<file path="src/rtl/drive_select_pkg.sv">
// Shared types and default timing for the emulated 2315 drive select / spin-up logic.
package drive_select_pkg;

  typedef enum logic [1:0] {
    ST_IDLE     = 2'd0,
    ST_SPINUP   = 2'd1,
    ST_READY    = 2'd2,
    ST_SPINDOWN = 2'd3
  } drive_state_e;

  localparam int DEF_USEC_PER_SEC = 1000000;
  localparam int DEF_SPINUP_SEC   = 90;
  localparam int DEF_SPINDOWN_SEC = 15;

endpackage

</file>
<file path="src/rtl/drive_channel.sv">
// One emulated drive position: spin-up/spin-down FSM, usec/sec timers, registered relay/unlock.
//
// state       | meaning
// IDLE        | cartridge unlocked, waiting for start request
// SPINUP      | timing the emulated 90 s relay delay
// READY       | relay asserted, drive usable
// SPINDOWN    | timing the unlock delay after a stop
module drive_channel
  import drive_select_pkg::*;
#(
  parameter int USEC_PER_SEC = DEF_USEC_PER_SEC,
  parameter int SPINUP_SEC   = DEF_SPINUP_SEC,
  parameter int SPINDOWN_SEC = DEF_SPINDOWN_SEC,
  parameter int SEC_W        = 7
) (
  input  logic         clock,
  input  logic         reset_L,
  input  logic         clkenbl_1usec,
  input  logic         start,
  input  logic         force_idle,
  output logic         relay_l,
  output logic         unlocked_l,
  output drive_state_e state
);

  localparam int USEC_W = (USEC_PER_SEC > 1) ? $clog2(USEC_PER_SEC) : 1;
  localparam logic [USEC_W-1:0] USEC_LAST = USEC_W'(USEC_PER_SEC - 1);
  localparam logic [SEC_W-1:0]  UP_LAST   = SEC_W'(SPINUP_SEC - 1);
  localparam logic [SEC_W-1:0]  DOWN_LAST = SEC_W'(SPINDOWN_SEC - 1);

  logic [USEC_W-1:0] usec_cnt;
  logic [SEC_W-1:0]  sec_cnt;
  logic              sec_tick;

  assign sec_tick = clkenbl_1usec && (usec_cnt == USEC_LAST);

  always_ff @(posedge clock) begin
    if (!reset_L) begin
      state      <= ST_IDLE;
      usec_cnt   <= '0;
      sec_cnt    <= '0;
      relay_l    <= 1'b1;
      unlocked_l <= 1'b1;
    end else begin
      // Outputs follow the state register, so they lag a state change by one edge.
      relay_l    <= (state != ST_READY) || force_idle;
      unlocked_l <= (state != ST_IDLE) || force_idle;

      if (clkenbl_1usec) usec_cnt <= sec_tick ? '0 : usec_cnt + 1'b1;
      if (sec_tick)      sec_cnt  <= sec_cnt + 1'b1;

      if (force_idle) begin
        state    <= ST_IDLE;
        usec_cnt <= '0;
        sec_cnt  <= '0;
      end else begin
        case (state)
          ST_IDLE: if (start) begin
            state    <= ST_SPINUP;
            usec_cnt <= '0;
            sec_cnt  <= '0;
          end
          ST_SPINUP: if (!start) begin
            state    <= ST_SPINDOWN;
            usec_cnt <= '0;
            sec_cnt  <= '0;
          end else if (sec_tick && sec_cnt == UP_LAST) begin
            state    <= ST_READY;
            usec_cnt <= '0;
            sec_cnt  <= '0;
          end
          ST_READY: if (!start) begin
            state    <= ST_SPINDOWN;
            usec_cnt <= '0;
            sec_cnt  <= '0;
          end
          ST_SPINDOWN: if (start) begin
            state    <= ST_SPINUP;
            usec_cnt <= '0;
            sec_cnt  <= '0;
          end else if (sec_tick && sec_cnt == DOWN_LAST) begin
            state    <= ST_IDLE;
            usec_cnt <= '0;
            sec_cnt  <= '0;
          end
          default: begin
            state    <= ST_IDLE;
            usec_cnt <= '0;
            sec_cnt  <= '0;
          end
        endcase
      end
    end
  end

endmodule

</file>
<file path="src/rtl/drive_select_multi.sv">
// N-position drive select/spin-up emulation; physical drives leave their position inert.
module drive_select_multi
  import drive_select_pkg::*;
#(
  parameter int NUM_DRIVES   = 2,
  parameter int SEL_WIDTH    = 2,
  parameter int USEC_PER_SEC = DEF_USEC_PER_SEC,
  parameter int SPINUP_SEC   = DEF_SPINUP_SEC,
  parameter int SPINDOWN_SEC = DEF_SPINDOWN_SEC,
  parameter int SEC_W        = 7
) (
  input  logic                    clock,
  input  logic                    reset_L,
  input  logic                    clkenbl_1usec,
  input  logic [NUM_DRIVES-1:0]   Cart_Ready,
  input  logic [NUM_DRIVES-1:0]   BUS_FILE_READY_DRIVE_L,
  input  logic [NUM_DRIVES-1:0]   real_drive,
  input  logic [SEL_WIDTH-1:0]    drive_sel,
  input  logic                    drive_sel_valid,
  output logic [NUM_DRIVES-1:0]   BUS_90SEC_RELAY_EMUL_L,
  output logic [NUM_DRIVES-1:0]   BUS_UNLOCKED_EMUL_L,
  output logic [NUM_DRIVES-1:0]   Selected,
  output logic [2*NUM_DRIVES-1:0] drive_state
);

  logic [NUM_DRIVES-1:0] sel_next;

  for (genvar i = 0; i < NUM_DRIVES; i++) begin : g_drive
    logic         start;
    drive_state_e st;

    assign start = Cart_Ready[i] & ~BUS_FILE_READY_DRIVE_L[i] & ~real_drive[i];

    drive_channel #(
      .USEC_PER_SEC (USEC_PER_SEC),
      .SPINUP_SEC   (SPINUP_SEC),
      .SPINDOWN_SEC (SPINDOWN_SEC),
      .SEC_W        (SEC_W)
    ) u_chan (
      .clock         (clock),
      .reset_L       (reset_L),
      .clkenbl_1usec (clkenbl_1usec),
      .start         (start),
      .force_idle    (real_drive[i]),
      .relay_l       (BUS_90SEC_RELAY_EMUL_L[i]),
      .unlocked_l    (BUS_UNLOCKED_EMUL_L[i]),
      .state         (st)
    );

    assign drive_state[2*i +: 2] = st;
    // An exact address match per position keeps Selected one-hot by construction.
    assign sel_next[i] = drive_sel_valid && (drive_sel == SEL_WIDTH'(i)) &&
                         (st == ST_READY) && !real_drive[i];
  end

  always_ff @(posedge clock) begin
    if (!reset_L) Selected <= '0;
    else          Selected <= sel_next;
  end

endmodule

</file>
<file path="config.mk">
export PLATFORM = sky130hd
export DESIGN_NAME = drive_select_multi
export DESIGN_NICKNAME = d
export VERILOG_FILES = /design/src/rtl/drive_select_pkg.sv /design/src/rtl/drive_channel.sv /design/src/rtl/drive_select_multi.sv
export SDC_FILE = /design/constraint.sdc
export NUM_CORES = 1
export LEC_CHECK = 0
export BUFFER_PORTS_ARGS = -buffer_cell sky130_fd_sc_hd__buf_2
export CAP_MARGIN = 40
export CORE_ASPECT_RATIO = 0.75
export CORE_MARGIN = 3
export CORE_UTILIZATION = 40
export DETAILED_ROUTE_END_ITERATION = 7
export PLACE_DENSITY = 0.6
export SETUP_SLACK_MARGIN = 0.3
export SYNTH_ARGS = -nofsm -noshare
export SYNTH_HDL_FRONTEND = slang
export SYNTH_SLANG_ARGS = --single-unit
</file>
<file path="constraint.sdc">
create_clock -name clock -period 2.95 [get_ports clock]
set_input_delay 0.7375 -clock clock [delete_from_list [all_inputs] [get_ports clock]]
set_output_delay 0.7375 -clock clock [all_outputs]
set_load 0.01 [all_outputs]
</file>
==> reports/summary.json <==
{
  "clock_sink_total": 64,
  "dpl-instance-area_sq_um": 3480,
  "clockRootBuffer": "clkbuf_8",
  "asyncSetResetFlopFracSynth": 0,
  "cp_max_fo": 9,
  "cts_hold_repair.buffers": 0,
  "diodes": 0,
  "die_height_microns": 84.2,
  "port_buffers": 21,
  "power.total_mw": 1.61,
  "initial_antenna_violation_count": 0,
  "floorplan.core_area_sq_um": 7630,
  "wirelength_microns": 6340,
  "peakVddDrop_uv": 303,
  "clock.fmax_mhz": 434,
  "type_of_the_tightest_min_delay_check": "reg -> reg",
  "critical_path.endpoint_type": "flip-flop",
  "path_clk_slew_ns": 0.06,
  "min_delay_src": "g_drive[0].u_chan.usec_cnt[1]",
  "max_cap_violations": 0,
  "timing.final.crit_period_ns": 2.31,
  "syn-num-nets": 400,
  "drt-vias-per-instance": 5.07,
  "reg2reg_to": "g_drive[1].u_chan.sec_cnt[4]",
  "worst-r2r-setup-slack_ns": 0.64,
  "vias": 2550,
  "synth-warning-count": 0,
  "boundaryPins": 22,
  "worstMarginPinSlew_ns": 0.755,
  "area.sequential_sq_um": 1280,
  "netlist_area_sq_um": 3260,
  "start_kind": "flip-flop",
  "setup_repair_after_global_routing_missed_its_margin": "false",
  "min_to": "g_drive[0].u_chan.usec_cnt[1]",
  "grt_pass1_vias": 2471,
  "stdcell_count": 503,
  "power.density_nw_per_um2": 442,
  "setup_viol": 0,
  "multiInputGateArea_sq_um": 1880,
  "drc": 0,
  "fp.dieW_microns": 110,
  "cts_post_setup_buffers_inserted": 0,
  "ctsLongestPathBuffers": 2,
  "flop_and_latch_count_out_of_synthesis": 64,
  "number_of_iterations_in_the_first_detailed_routing_pass": 4,
  "drive_gt1_frac": 0.124,
  "holdPathStages": 2,
  "largest_net_degree_at_the_start_of_global_routing": 19,
  "synth.largest_area_cell": "dfxtp_1",
  "timing.final.max_slew_violations": 0,
  "number_of_enable_flip_flop_cells_after_synthesis": 0,
  "path_class": "reg -> reg",
  "area.growth.synth_to_final_pct": 11.9,
  "yosysUniqueCellTypes": 53,
  "startpoint": "g_drive[1].u_chan.usec_cnt[12]",
  "cellLeakagePower_nw": 1.28,
  "initial_utilization": 0.427,
  "antenna_left": 0,
  "slew-limit-headroom": 0.489,
  "global_route_wire_length_before_repair_microns": 11400,
  "synthCells": 370,
  "yosys_most_used_dff": "dfxtp_1",
  "critPathRequiredTime_ns": 3.16,
  "worst_clock_skew_ns": 0.00499,
  "reg2regPathDepth": 5,
  "mean_syn_cell_area_sq_um": 8.82,
  "design.final.nets": 429,
  "finish.utilization": 0.478,
  "mostFrequentLayoutCells": "64 x dfxtp_1, 55 x nor2_1, 33 x nand2_1, 30 x xor2_1, 22 x nand3_1",
  "dpl.cell_count": 489,
  "numCtsBuffers": 9,
  "seq_area_frac_synth": 0.393,
  "fp.dieArea_sq_um": 9290,
  "layout.cells.most_common": "dfxtp_1",
  "postCtsResizedCells": 0,
  "totalNegativeSetupSlack_ns": 0,
  "routed_wire_length_per_instance_microns": 12.6,
  "grt_overflow_total": 0,
  "netlist_top_cells_area": "dfxtp_1 39%, xor2_1 8.1%, ha_1 6.9%",
  "final.fill_count": 765,
  "final_gp_congestion": 0.807,
  "synth_largest_type_area_fraction": 0.393,
  "hold_viol": 0,
  "clock_tree_from_tritoncts": "done",
  "outcome": "finished clean",
  "fin_area_sq_um": 3650,
  "period_share": 0.782,
  "clock_insertion_delay_worst_skew_ns": 0.34,
  "placement_rows": 27,
  "worstPathArrival_ns": 2.52,
  "drt_iter0_markers": 86,
  "dp_hpwl_microns": 4610,
  "rr_startpoint": "g_drive[1].u_chan.usec_cnt[12]",
  "h_tree_depth": 3,
  "global_route.usage.total": 0.153
}
## synth_stat cells (all sizes together), types with 2 or more instances
master	number
ha	18
and3	10
nand2	33
nor2	56
xor2	30
nand2b	5
nor3	8
nor4b	2
nor4bb	2
nand3b	3
nor4	7
mux2i	2
o21ai	6
xnor2	17
a31oi	2
clkbuf	2
nand4	13
a21oi	8
o31ai	4
and4	4
buf	6
dfxtp	64
nor3b	5
nand4b	2
nor2b	4
nand3	23
inv	13
o211ai	4
or2	3
## kinds of logic (layout without fill, tap and decap cells)
group,count (synthesis),in the layout,synth area share
adder cells (fa/ha/maj),18,18,0.0690
buffers and inverters,21,53,0.0315
AO/OA/AOI/OAI,30,30,0.0690
XOR/XNOR,47,47,0.126
multiplexers,3,3,0.00959
flip-flops,64,64,0.393
AND/OR/NAND/NOR,187,187,0.302
## final cells by class
type,instances,share of cell area
Inverter,13,0.0134
Multi-Input combinational cell,285,0.515
Tap cell,101,0.0346
Sequential cell,64,0.351
Timing Repair Buffer,26,0.0391
Clock buffer,14,0.0473
## per-layer routing
metal,GRT usage,share of wire,up-vias
met5,0,0,-
met4,0.0492,0.013,0
met3,0.0530,0.027,6
met2,0.215,0.42,24
met1,0.219,0.54,1188
li1,-,-,1332
## critical path: stages, from the launching register on
cell	delay (ns)
dfxtp_1	0.35
or4b_1	0.58
nor4_4	0.51
a31oi_4	0.18
o31ai_4	0.47
nor2_1	0.10
## sequential cells by signal (all words and copies together) (netlist names)
register	flops
Selected	2
g_drive.u_chan.unlocked_l	2
g_drive.u_chan.usec_cnt	40
g_drive.u_chan.state	4
g_drive.u_chan.relay_l	2
g_drive.u_chan.sec_cnt	14
## per-stage QoR
stage                     worst slack, ns  hold slack, ns
final                               0.643           0.495
after global routing                0.465           0.532
after CTS                           0.642           0.497
after detailed placement            0.473           0.490
after global placement              0.498           0.476
after floorplan                     0.455           0.457
## how the worst max path moves through the flow
stage	cells past startpoint	endpoint	slack (ns)
2_1_floorplan	6	g_drive[0].u_chan.usec_cnt[10]	0.46
6_report	5	g_drive[1].u_chan.sec_cnt[4]	0.64
3_5_place_dp	6	g_drive[1].u_chan.sec_cnt[0]	0.47
5_1_grt	5	g_drive[1].u_chan.usec_cnt[4]	0.46
3_3_place_gp	7	g_drive[0].u_chan.sec_cnt[3]	0.50
4_1_cts	5	g_drive[1].u_chan.usec_cnt[6]	0.64
## where the power goes
group	total [mW]	leakage (nW)	switching (mW)	internal (mW)
registers	0.872	0.516	0.00343	0.869
clock network	0.672	0.0886	0.306	0.365
logic	0.0684	0.674	0.0422	0.0263
Power figures use the tool's default switching activity.
